## src/rtl/rv32i_csr_pkg.sv

```systemverilog
// Shared definitions for the machine-mode CSR command interface: command
// encodings, CSR addresses, SYSTEM opcode/funct3 values and issuer states.
package rv32i_csr_pkg;

  typedef enum logic [2:0] {
    CSR_NOP   = 3'b000,
    CSR_WRITE = 3'b001,
    CSR_SET   = 3'b010,
    CSR_CLEAR = 3'b011,
    CSR_READ  = 3'b100
  } csr_cmd_e;

  localparam logic [11:0] CSR_MSTATUS = 12'h300;
  localparam logic [11:0] CSR_MTVEC   = 12'h305;
  localparam logic [11:0] CSR_MEPC    = 12'h341;
  localparam logic [11:0] CSR_MCAUSE  = 12'h342;

  localparam logic [6:0] OPC_SYSTEM = 7'b1110011;

  localparam logic [2:0] F3_CSRRW  = 3'b001;
  localparam logic [2:0] F3_CSRRS  = 3'b010;
  localparam logic [2:0] F3_CSRRC  = 3'b011;
  localparam logic [2:0] F3_CSRRWI = 3'b101;
  localparam logic [2:0] F3_CSRRSI = 3'b110;
  localparam logic [2:0] F3_CSRRCI = 3'b111;

  typedef enum logic [2:0] {
    S_IDLE,
    S_DEC,
    S_RD,
    S_CAP,
    S_WR,
    S_WB,
    S_ERR
  } state_e;

  function automatic logic csr_addr_known(input logic [11:0] addr);
    return (addr == CSR_MSTATUS) || (addr == CSR_MTVEC) ||
           (addr == CSR_MEPC)    || (addr == CSR_MCAUSE);
  endfunction

endpackage

```

## src/rtl/rv32i_csr_decode.sv

```systemverilog
// Combinational decode of a latched Zicsr instruction word into the
// legality, read/write requirements, write command and operand select.
module rv32i_csr_decode
  import rv32i_csr_pkg::*;
#(
  parameter int CHECK_ADDR = 1
) (
  input  logic [31:0] instr,
  output logic        legal,
  output logic        need_rd,
  output logic        need_wr,
  output logic [2:0]  wr_cmd,
  output logic        use_imm,
  output logic        addr_ok
);

  logic [6:0] opcode;
  logic [2:0] funct3;
  logic [4:0] rd;
  logic [4:0] rs1_field;
  logic       funct3_ok;
  logic       is_swap;

  assign opcode    = instr[6:0];
  assign funct3    = instr[14:12];
  assign rd        = instr[11:7];
  assign rs1_field = instr[19:15];

  assign funct3_ok = (funct3 == F3_CSRRW)  || (funct3 == F3_CSRRS)  ||
                     (funct3 == F3_CSRRC)  || (funct3 == F3_CSRRWI) ||
                     (funct3 == F3_CSRRSI) || (funct3 == F3_CSRRCI);

  assign addr_ok = (CHECK_ADDR == 0) || csr_addr_known(instr[31:20]);
  assign legal   = (opcode == OPC_SYSTEM) && funct3_ok && addr_ok;

  // A swap into x0 skips the read; set/clear with a zero rs1 *field* skips
  // the write, even if the register itself happens to hold a non-zero value.
  assign is_swap = (funct3[1:0] == 2'b01);
  assign need_rd = legal && !(is_swap && (rd == 5'd0));
  assign need_wr = legal && (is_swap || (rs1_field != 5'd0));
  assign use_imm = funct3[2];

  always_comb begin
    // NOTE: every combinational output gets a default first so no path can
    // leave it unassigned and infer a latch.
    wr_cmd = CSR_NOP;
    unique case (funct3[1:0])
      2'b01:   wr_cmd = CSR_WRITE;
      2'b10:   wr_cmd = CSR_SET;
      2'b11:   wr_cmd = CSR_CLEAR;
      default: wr_cmd = CSR_NOP;
    endcase
  end

endmodule

```

## src/rtl/rv32i_csr_issuer.sv

```systemverilog
// Issues the READ and WRITE/SET/CLEAR commands of one Zicsr instruction to
// the CSR unit in read-then-write order and retires the old CSR value.
module rv32i_csr_issuer
  import rv32i_csr_pkg::*;
#(
  parameter int CHECK_ADDR = 1
) (
  input  logic        clk,
  input  logic        rst,
  input  logic        instr_valid,
  output logic        instr_ready,
  input  logic [31:0] instr,
  input  logic [31:0] rs1_data,
  output logic        csr_en,
  output logic [11:0] csr_addr,
  output logic [31:0] csr_wdata,
  output logic [2:0]  csr_cmd,
  input  logic [31:0] csr_rdata,
  output logic        wb_valid,
  output logic [4:0]  wb_rd,
  output logic [31:0] wb_data,
  output logic        illegal
);

  state_e      state;
  logic [31:0] instr_q;
  logic [31:0] rs1_q;
  logic [31:0] old_val;

  logic        dec_legal;
  logic        dec_need_rd;
  logic        dec_need_wr;
  logic [2:0]  dec_wr_cmd;
  logic        dec_use_imm;
  logic        dec_addr_ok;
  logic [31:0] operand;

  rv32i_csr_decode #(
    .CHECK_ADDR (CHECK_ADDR)
  ) u_decode (
    .instr   (instr_q),
    .legal   (dec_legal),
    .need_rd (dec_need_rd),
    .need_wr (dec_need_wr),
    .wr_cmd  (dec_wr_cmd),
    .use_imm (dec_use_imm),
    .addr_ok (dec_addr_ok)
  );

  assign operand = dec_use_imm ? {27'd0, instr_q[19:15]} : rs1_q;

  // Outputs are loaded on the edge that enters a state, so each one is
  // valid exactly during the state it belongs to and never depends on inputs.
  always_ff @(posedge clk) begin
    if (rst) begin
      // NOTE: state and outputs use non-blocking assignments so every
      // register samples the pre-edge values, whatever order they appear in.
      state       <= S_IDLE;
      instr_q     <= '0;
      rs1_q       <= '0;
      old_val     <= '0;
      instr_ready <= 1'b1;
      csr_en      <= 1'b0;
      csr_cmd     <= CSR_NOP;
      csr_addr    <= '0;
      csr_wdata   <= '0;
      wb_valid    <= 1'b0;
      wb_rd       <= '0;
      wb_data     <= '0;
      illegal     <= 1'b0;
    end else begin
      csr_en    <= 1'b0;
      csr_cmd   <= CSR_NOP;
      csr_wdata <= '0;
      wb_valid  <= 1'b0;
      wb_rd     <= '0;
      wb_data   <= '0;
      illegal   <= 1'b0;

      unique case (state)
        S_IDLE: begin
          if (instr_valid) begin
            instr_q     <= instr;
            rs1_q       <= rs1_data;
            old_val     <= '0;
            csr_addr    <= instr[31:20];
            instr_ready <= 1'b0;
            state       <= S_DEC;
          end
        end

        S_DEC: begin
          if (!dec_legal) begin
            illegal <= 1'b1;
            state   <= S_ERR;
          end else if (dec_need_rd) begin
            csr_en  <= 1'b1;
            csr_cmd <= CSR_READ;
            state   <= S_RD;
          end else begin
            csr_en    <= 1'b1;
            csr_cmd   <= dec_wr_cmd;
            csr_wdata <= operand;
            state     <= S_WR;
          end
        end

        S_RD: begin
          state <= S_CAP;
        end

        // The CSR unit registers its read data, so it is valid here.
        S_CAP: begin
          old_val <= csr_rdata;
          if (dec_need_wr) begin
            csr_en    <= 1'b1;
            csr_cmd   <= dec_wr_cmd;
            csr_wdata <= operand;
            state     <= S_WR;
          end else begin
            wb_valid <= 1'b1;
            wb_rd    <= instr_q[11:7];
            wb_data  <= csr_rdata;
            state    <= S_WB;
          end
        end

        S_WR: begin
          wb_valid <= 1'b1;
          wb_rd    <= instr_q[11:7];
          wb_data  <= dec_need_rd ? old_val : 32'd0;
          state    <= S_WB;
        end

        S_WB, S_ERR: begin
          csr_addr    <= '0;
          instr_ready <= 1'b1;
          state       <= S_IDLE;
        end

        default: begin
          csr_addr    <= '0;
          instr_ready <= 1'b1;
          state       <= S_IDLE;
        end
      endcase
    end
  end

endmodule

```

## config.mk

```make
export PLATFORM = sky130hd
export DESIGN_NAME = rv32i_csr_issuer
export DESIGN_NICKNAME = d
export VERILOG_FILES = /design/src/rtl/rv32i_csr_pkg.sv /design/src/rtl/rv32i_csr_decode.sv /design/src/rtl/rv32i_csr_issuer.sv
export SDC_FILE = /design/constraint.sdc
export NUM_CORES = 1
export LEC_CHECK = 0
export CAP_MARGIN = 15
export CORE_MARGIN = 4
export CORE_UTILIZATION = 40
export DETAILED_ROUTE_END_ITERATION = 8
export GPL_ROUTABILITY_DRIVEN = 0
export HOLD_SLACK_MARGIN = 0.06
export PLACE_DENSITY = 0.68
export SYNTH_ARGS = -nofsm -noshare
export SYNTH_HDL_FRONTEND = slang
export SYNTH_SLANG_ARGS = --single-unit
export TNS_END_PERCENT = 1
```

## constraint.sdc

```tcl
create_clock -name clk -period 1.8 [get_ports clk]
set_input_delay 0.54 -clock clk [delete_from_list [all_inputs] [get_ports clk]]
set_output_delay 0.54 -clock clk [all_outputs]
set_load 0.1 [all_outputs]
```

Word-level counts from Yosys, hierarchy flattened
Cells that the tools add are included.
{"block": "word_totals", "ff_bits": 187, "input_bits": 99, "out_inout_bits": 88, "elab_cells": 90}
{"block": "classes", "n_eq_ne": 19, "n_mux": 32, "n_bitwise": 2, "reduce_logical": 24}
{"operator": "32-bit 2-to-1 mux", "count": 7}
{"operator": "32-bit one-hot mux with 2 select lines", "count": 3}
{"operator": "12-bit by 10-bit equality test with 1-bit output, second input constant", "count": 4}
{"operator": "12-bit one-hot mux with 2 select lines", "count": 1}
{"operator": "3-bit 2-to-1 mux", "count": 6}
{"operator": "3-bit one-hot mux with 5 select lines", "count": 1}
{"operator": "3-bit by 2-bit equality test with 1-bit output, second input constant", "count": 4}
{"operator": "3-bit equality test, second input constant", "count": 4}
{"operator": "12-bit 2-to-1 mux", "count": 1}
{"operator": "5-bit one-hot mux with 2 select lines", "count": 1}
{"operator": "1-bit logical OR", "count": 9}
{"operator": "7-bit equality test, second input constant", "count": 1}
{"operator": "3-bit by 1-bit equality test with 1-bit output, second input constant", "count": 2}
{"operator": "1-bit 2-to-1 mux", "count": 6}
{"operator": "1-bit one-hot mux with 2 select lines", "count": 3}
{"operator": "2-bit one-hot mux with 3 select lines", "count": 1}
{"operator": "3-bit one-hot mux with 2 select lines", "count": 1}
{"operator": "2-bit AND reduction", "count": 3}
{"operator": "1-bit logical AND", "count": 5}
{"operator": "5-bit logical NOT", "count": 1}
{"operator": "5-bit 2-to-1 mux", "count": 1}
{"operator": "5-bit nonzero test", "count": 1}
{"operator": "2-bit equality test, second input constant", "count": 2}
{"operator": "4-bit OR reduction", "count": 1}
{"operator": "other kinds (7)", "count": 8}

Longest topological paths before layout
Gate-level depths: netlist of run 1.
{"block": "logic_depth", "depth_word": 12, "depth_mapped": 8, "depth_no_buf": 4}

Hierarchy
A second synthesis of run 1 with hierarchy kept.
{"block": "hier_totals", "hier_cells": 652, "hier_area_um2": 6281.0}
{"mod": "rv32i_csr_issuer", "instances": 1, "cells_per_inst": 626, "area_per_inst_um2": 6103.4, "seq_area_each_um2": 3743.6}
{"mod": "rv32i_csr_decode", "instances": 1, "cells_per_inst": 26, "area_per_inst_um2": 177.7, "seq_area_each_um2": 0.0}

Least setup slack after synthesis of run 1
OpenSTA, ideal clock, no wires.
{"block": "synth_timing", "path_kind": "reg2reg", "from": "register instr_q[30]", "to": "register wb_data[3]", "setup_time_ps": 117, "t_arrival_ps": 1840, "t_required_ps": 1683, "path_slack_ps": -157, "path_stages_with_launch": 7, "path_buffers": 2, "synth_period_minus_slack_ps": 1957, "cell_sequence": "dfxtp_1 -> nand4bb_1 -> or4b_1 -> or4_1 -> buf_2 -> buf_6 -> a32o_1"}
{"block": "synth_via", "elab_chain_len": 8, "word_cells_on_any_way": 13, "cone_classes": "4 x eq/ne; 3 x mux; 6 x reduce/logical"}
{"item": "start: declaration", "line_no": "rv32i_csr_issuer.sv:26", "source": "logic [31:0] instr_q;"}
{"item": "start signal: assignment", "line_no": "rv32i_csr_issuer.sv:83", "source": "instr_q <= instr;"}
{"item": "12-bit by 10-bit equality test with 1-bit output", "line_no": "rv32i_csr_pkg.sv:38", "source": "return (addr == CSR_MSTATUS) || (addr == CSR_MTVEC) ||"}
{"item": "1-bit logical OR (2 in a row)", "line_no": "rv32i_csr_pkg.sv:38"}
{"item": "1-bit logical OR (*)", "line_no": "rv32i_csr_pkg.sv:39", "source": "(addr == CSR_MEPC) || (addr == CSR_MCAUSE);"}
{"item": "1-bit logical AND (*)", "line_no": "rv32i_csr_decode.sv:34", "source": "assign legal = (opcode == OPC_SYSTEM) && funct3_ok && addr_ok;"}
{"item": "1-bit logical AND (on tied branches)", "line_no": "rv32i_csr_decode.sv:39, rv32i_csr_decode.sv:40"}
{"item": "32-bit 2-to-1 mux (on tied branches)", "line_no": "rv32i_csr_issuer.sv:131, rv32i_csr_issuer.sv:115"}
{"item": "32-bit one-hot mux with 2 select lines (*)", "line_no": "rv32i_csr_issuer.sv:80", "source": "unique case (state)"}
{"item": "end signal: assignment", "line_no": "rv32i_csr_issuer.sv:123", "source": "wb_data <= csr_rdata;"}
{"item": "end signal: assignment", "line_no": "rv32i_csr_issuer.sv:131", "source": "wb_data <= dec_need_rd ? old_val : 32'd0;"}
{"item": "end: declaration", "line_no": "rv32i_csr_issuer.sv:21", "source": "output logic [31:0] wb_data,"}
Every way passes the cells marked *; elsewhere a longest branch is shown, timed or not.
A chain may end at the register's enable or synchronous reset.

Worst setup path in the final report of run 1
{"block": "layout_timing", "from": "register instr_q[30]", "to": "register wb_data[24]"}
The elaborated chain is that of the path after synthesis.

==> results of run 1 <==
==> area by class of cell <==
type	count	area, um2	area share, %
Timing Repair Buffer	240	3270	30.6
Inverter	28	105	0.983
Clock inverter	14	193	1.80
Tap cell	220	275	2.58
Sequential cell	187	3740	35.0
Clock buffer	18	429	4.02
Multi-Input combinational cell	482	2670	25.0
==> worst min path at each step <==
stage                     to  slack [ns]  cells past startpoint
2_1_floorplan  csr_wdata[10]        0.42                      2
3_3_place_gp    csr_wdata[8]        0.42                      2
3_5_place_dp   csr_wdata[31]        0.43                      2
4_1_cts         csr_wdata[8]        0.44                      2
5_1_grt            rs1_q[22]        0.45                      2
6_report        csr_wdata[8]        0.44                      2
==> flip-flops by register name (all words and copies together), names as in the netlist <==
register     count
csr_wdata       32
instr_q         32
old_val         32
rs1_q           32
wb_data         32
csr_addr        12
wb_rd            5
csr_cmd          3
state            3
csr_en           1
illegal          1
instr_ready      1
wb_valid         1
==> stage by stage <==
step / hold WS, ns / TNS (ns) / instance area [um2]
finish: 0.436 / -10.52 / 10700
global route: 0.449 / -15.53 / 10700
CTS: 0.438 / -12.32 / 10600
detailed placement: 0.429 / -39.44 / 9980
global placement: 0.421 / -36.08 / 9980
floorplan: 0.416 / -13.51 / 6710
==> cells in the final DEF, fill, tap and decap left out, types with 3 or more instances in the layout <==
cell type	count
clkbuf_16	17
inv_6	4
dfxtp_1	186
inv_1	28
mux2i_1	5
nor3b_1	5
o31ai_1	3
nor3_2	21
nor4_1	7
clkinvlp_4	3
nor3_1	7
clkinv_2	3
or4b_4	3
clkdlybuf4s50_1	97
buf_4	43
a32o_1	32
buf_6	3
nor2_1	43
nand2_1	206
buf_12	97
a21oi_1	111
bufinv_16	4
==> power groups by stage <==
stage	Clock [mW]	Sequential, mW	Combinational (mW)
after floorplan	0	4.75	0.658
after global placement	0	4.54	1.61
after detailed placement	0	4.55	1.62
after CTS	4.00	4.45	1.64
after global routing	4.19	4.48	1.79
final	3.91	4.46	1.65
==> worst register-to-register path: cells and delay by family, from the launching register on <==
kind | cells | cell delay, ns
AO/OA/AOI/OAI | 1 | 0.23
buffers and inverters | 1 | 0.19
flip-flops | 1 | 0.32
AND/OR/NAND/NOR | 3 | 1.16
==> metal layers <==
layer	up-vias	part of all wire (%)
li1	2945	-
met1	2706	42
met2	182	47
met3	21	8.4
met4	0	2.0
met5	-	0
==> logic make-up (layout without fill, tap and decap cells) <==
group                  Yosys count  count (layout)
AO/OA/AOI/OAI                  156             156
XOR/XNOR                         1               1
buffers and inverters           87             300
multiplexers                     5               5
AND/OR/NAND/NOR                320             320
flip-flops                     187             187
==> timing repair <==
| action | in CTS | in global routing |
|---|---|---|
| endpoints found under the setup margin | 78 | 99 |
| hold buffers | 0 | 0 |
| buffers inserted | 0 | 1 |
| pin swaps | 4 | 2 |
| hold endpoints to repair | 0 | 0 |
| gates resized for setup | 5 | 10 |
| gates cloned | 0 | 0 |
==> metrics.csv, run 1 <==
metric,value,unit
grtUsageMet1,23.7,%
combPwrFrac,16.4,%
hold_viol_final,0,
route.detailed.drc,0,
port_buffers,186,
synth_top_family_by_area,simple AND/OR/NAND/NOR gates,
num-fill-cells,1290,
syn_to_final_growth,59.4,%
seqPwrFrac,44.5,%
crit_slowest_cell,or4b_4,
nets,1055,
clock_sinks,187,
r2r_cells,5,
grt_max_degree,43,
clk_pin_slew,0.07,ns
synth_compound_area_share,14.6,%
synth.net_count,855,
grt_use_total,18.9,%
layout-drive-gt1-share,22.3,%
p_per_area,937,nW/um2
numCtsBuffers,17,
antenna_found_initial,0,
rr_startpoint,instr_q[30],
use_met2,29.8,%
cp.required,2.12,ns
holdCritPathClass,reg -> reg,
crit_buf_inv,1,
coreArea,16500,um2
period_minus_slack,2.00,ns
cp-start-kind,flip-flop,
diodes,0,
row_count,47,
synth_adder_area_share,0,%
dr_total_vias,5854,
rsz0062_at_grt,yes,
synth_most_common_cell,nand2_1,
cts_tree,yes,
syn_inst,756,
reg2reg_to,wb_data[24],
ys_seq_elements,187,
switching_power,2.63,mW
die_area,18900,um2
synth.distinct_cells,44,
switching_share,26.3,%
ir_worst_vdd,0.683,mV
crit_path_max_incr_delay,0.50,ns
worst_pin_slew,0.538,ns
cp-end-kind,flip-flop,
skew,0.00805,ns
die_x,137,um
synthFlopType,dfxtp_1,
arrival,2.32,ns
wl_per_cell,15.0,um
post-route-util,64.7,%
cell_internal_pwr,7.38,mW
postRouteWirelength,17800,um
grt-ovfl-total,0,
initial_core_util,40.6,%
synth_warnings,0,
place_ws,-0.448,ns
clock.fmax,499,MHz
avgSynthCellArea,8.87,um2
path_class,reg -> reg,
synth_xor_area_share,0.131,%
finalCritPeriodShare,111,%
ctsLongestPathBuffers,2,
crit_family,simple AND/OR/NAND/NOR gates,
path_depth,5,
antenna_left,0,
synth_edf_count,0,
dp_hpwl,12300,um
endpoint,wb_data[24],
hold_start,rs1_q[8],
use_met3,7.12,%
cts.htree.levels,4,
setup_viol,69,
die_h,137,um
drtIter0Drc,262,
yosysSeqAreaShare,55.8,%
clock_latency,0.42,ns
stdcell_count,1189,
placedCellCount,1156,
syn_area,6710,um2
max_cap_viol_count,0,
cp_max_fo,32,
status,"finished, violations left",
root_buffer,clkbuf_16,
synthSimpleGateAreaFrac,23.1,%
synth_largest_area_cell,dfxtp_1,
grt_busiest_layer,met2,
ff2ff_setup_slack,-0.20,ns
via_per_inst,4.92,
p_total,10.0,mW
pin_count,187,
grt_pass1_wl,28000,um
synth_common_cells,"206 x nand2_1, 187 x dfxtp_1, 112 x a21oi_1",
ys_top_cells_by_area,"dfxtp_1 56%, nand2_1 12%, a21oi_1 8.4%",
leakage,3.86,nW
synth_mux_area_share,0.746,%
violations,setup timing,
grt_pass1_vias,5698,
worstPathCellList,"nand4bb_4, or4b_4, or4_4, buf_12, a32o_1",
relSlewSlack,64.1,%
worstSetupStartpoint,instr_q[30],
yosysTopAreaCellShare,55.8,%
setup_slack,-0.204,ns
slew_viol_final,0,
ys_async_sr_fraction,0,%
p_clk_share,39.1,%
first_pass_iters,6,
Note: power is estimated with default switching activity, not from simulation.
==> run 2: changes to the inputs <==
--- a/config.mk
+++ b/config.mk
@@ -12,6 +12,7 @@
 export GPL_ROUTABILITY_DRIVEN = 0
 export HOLD_SLACK_MARGIN = 0.06
 export PLACE_DENSITY = 0.68
+export REMOVE_ABC_BUFFERS = 1
 export SYNTH_ARGS = -nofsm -noshare
 export SYNTH_HDL_FRONTEND = slang
 export SYNTH_SLANG_ARGS = --single-unit
==> run 2 against run 1 <==
- the flow still finishes with violations (setup timing)
- critical path depth unchanged
- worst setup slack got worse by 0.040 ns
- first-iteration DRC count decreased by 3.4%
- register-to-register slack got worse by 0.04 ns
- critical endpoint unchanged
- largest cell class unchanged
==> metrics.csv, run 2 (same netlist as run 1, synthesis figures left out) <==
metric,value,unit,change
coreArea,16500,um2,unchanged
slew_viol_final,0,,unchanged
worstSetupStartpoint,instr_q[30],,
rsz0062_at_grt,yes,,
multiInputGateArea,2710,um2,+1.5%
ctsLongestPathBuffers,2,,unchanged
max_cap_viol_count,0,,unchanged
cp-end-kind,flip-flop,,
die_area,18900,um2,unchanged
leakage,3.81,nW,-1.1%
holdCritPathClass,in -> reg,,
numCtsBuffers,17,,unchanged
hold_viol_final,0,,unchanged
postRouteWirelength,17800,um,-0.17%
via_per_inst,4.92,,-0.13%
wl_per_cell,15.0,um,+0.17%
grt-ovfl-total,0,,unchanged
setup_viol,71,,+2.9%
root_buffer,clkbuf_16,,
syn_to_final_growth,59.0,%,
clock_latency,0.42,ns,about the same
cp.required,2.11,ns,about the same
finalCritPeriodShare,114,%,+2.2 points
violations,setup timing,,
arrival,2.35,ns,+0.03 ns
nets,1050,,-0.47%
hold_start,rst,,
rr_startpoint,instr_q[30],,
cp_max_fo,32,,unchanged
dp_hpwl,11800,um,-4.5%
period_minus_slack,2.04,ns,+0.0400 ns
num-fill-cells,1314,,+1.9%
worst_pin_slew,0.892,ns,+0.354 ns
antenna_left,0,,unchanged
cts_hold_buf,0,,unchanged
p_per_area,914,nW/um2,-2.5%
clock_sinks,187,,unchanged
ir_worst_vdd,0.622,mV,-9.0%
status,"finished, violations left",,
dr_total_vias,5827,,-0.46%
post-route-util,64.5,%,-0.15 points
antenna_found_initial,0,,unchanged
grt_use_total,19.0,%,+0.10 points
relSlewSlack,40.5,%,-24 points
setup_slack,-0.244,ns,-0.0400 ns
grt_pass1_vias,5710,,+0.21%
route.detailed.drc,0,,unchanged
skew,0.00857,ns,+0.000523 ns
cp-start-kind,flip-flop,,
first_pass_iters,5,,-1
grt_pass1_wl,28400,um,+1.4%
layout_commonest_cell,nand2_1,,
path_class,reg -> reg,,
pin_count,187,,unchanged
clock.fmax,489,MHz,-2.0%
port_buffers,186,,unchanged
cts_tree,yes,,
die_h,137,um,unchanged
final_cell_mix,"206 x nand2_1, 184 x dfxtp_1, 112 x a21oi_1",,
regArea,3750,um2,about the same
drtIter0Drc,253,,-3.4%
layout-drive-gt1-share,22.5,%,+0.22 points
whs,0.410,ns,-0.0264 ns
cts.htree.levels,4,,unchanged
initial_core_util,40.6,%,unchanged
die_x,137,um,unchanged
grt_max_degree,108,,+150%
clk_pin_slew,0.07,ns,about the same
row_count,47,,unchanged
## run 2: changes by cell type in the layout (fill, tap and decap cells not counted), moves of 3 or more
cell | previous run | this run
buf_4 | 43 | 38
nor3_2 | 21 | 25
nor3_1 | 7 | 3
clkbuf_1 | 1 | 4
inv_6 | 4 | 1
## run 2: repair_timing
item / in CTS / in global routing
buffers inserted: 0 / 0
resized for setup: 8 / 12
pin swaps: 0 / 1
setup endpoints to repair: 78 / 175
## run 2: cell type report
class,instances,share of cell area (%)
diodes,1,0.0235
clock buffers,22,4.26
clock inverters,10,1.09
inverters,28,0.986
multi-input cells,482,25.4
flip-flops and latches,187,35.1
well taps,220,2.58
repair buffers,235,30.5
## run 2: worst max-delay path, cell delays in order (launching register included)
cell and delay [ns]:
dfxtp_2 0.32, nand4bb_4 0.23, or4b_4 0.51, or4_4 0.45, buf_12 0.19, a32o_1 0.23
## run 2: worst paths after layout
kind,slack (ns),endpoint,depth (start not counted)
min,0.41,csr_addr[0],2
min reg2reg,0.44,csr_wdata[9],2
max reg2reg,-0.24,wb_data[24],5
max,-0.24,wb_data[24],5
## run 2: per-layer routing
layer | wire, um | track usage (%)
met1 | 7600 | 23.2
met2 | 8720 | 32.2
met3 | 1100 | 5.15
met4 | 348 | 6.49
met5 | 0 | 0
## run 2: through the flow
step           cell area (um2)  TNS, ns  total power [mW]  worst slack, ns  instances
2_1_floorplan             6430  -581.12              5.35            -6.17        697
3_3_place_gp              9990   -53.00              6.15           -0.396       1152
3_5_place_dp              9990   -58.19              6.18           -0.448       1152
4_1_cts                  10600   -11.83              9.80           -0.246       1184
5_1_grt                  10700   -18.35              10.2           -0.296       1184
6_report                 10700   -11.62              9.74           -0.244       1185
## run 2: where the power goes
part           switching (mW)  internal (mW)  leakage (nW)
clock                    1.55           2.09         0.274
sequential              0.135           4.33          1.52
combinational           0.936          0.707          2.02
==> run 3: changes to the inputs <==
--- a/config.mk
+++ b/config.mk
@@ -10,9 +10,9 @@
 export CORE_UTILIZATION = 40
 export DETAILED_ROUTE_END_ITERATION = 8
 export GPL_ROUTABILITY_DRIVEN = 0
+export GPL_TIMING_DRIVEN = 1
 export HOLD_SLACK_MARGIN = 0.06
 export PLACE_DENSITY = 0.68
-export REMOVE_ABC_BUFFERS = 1
 export SYNTH_ARGS = -nofsm -noshare
 export SYNTH_HDL_FRONTEND = slang
 export SYNTH_SLANG_ARGS = --single-unit
==> results of run 3 <==
Final layout, timing and power as in run 1 (identical DEF).
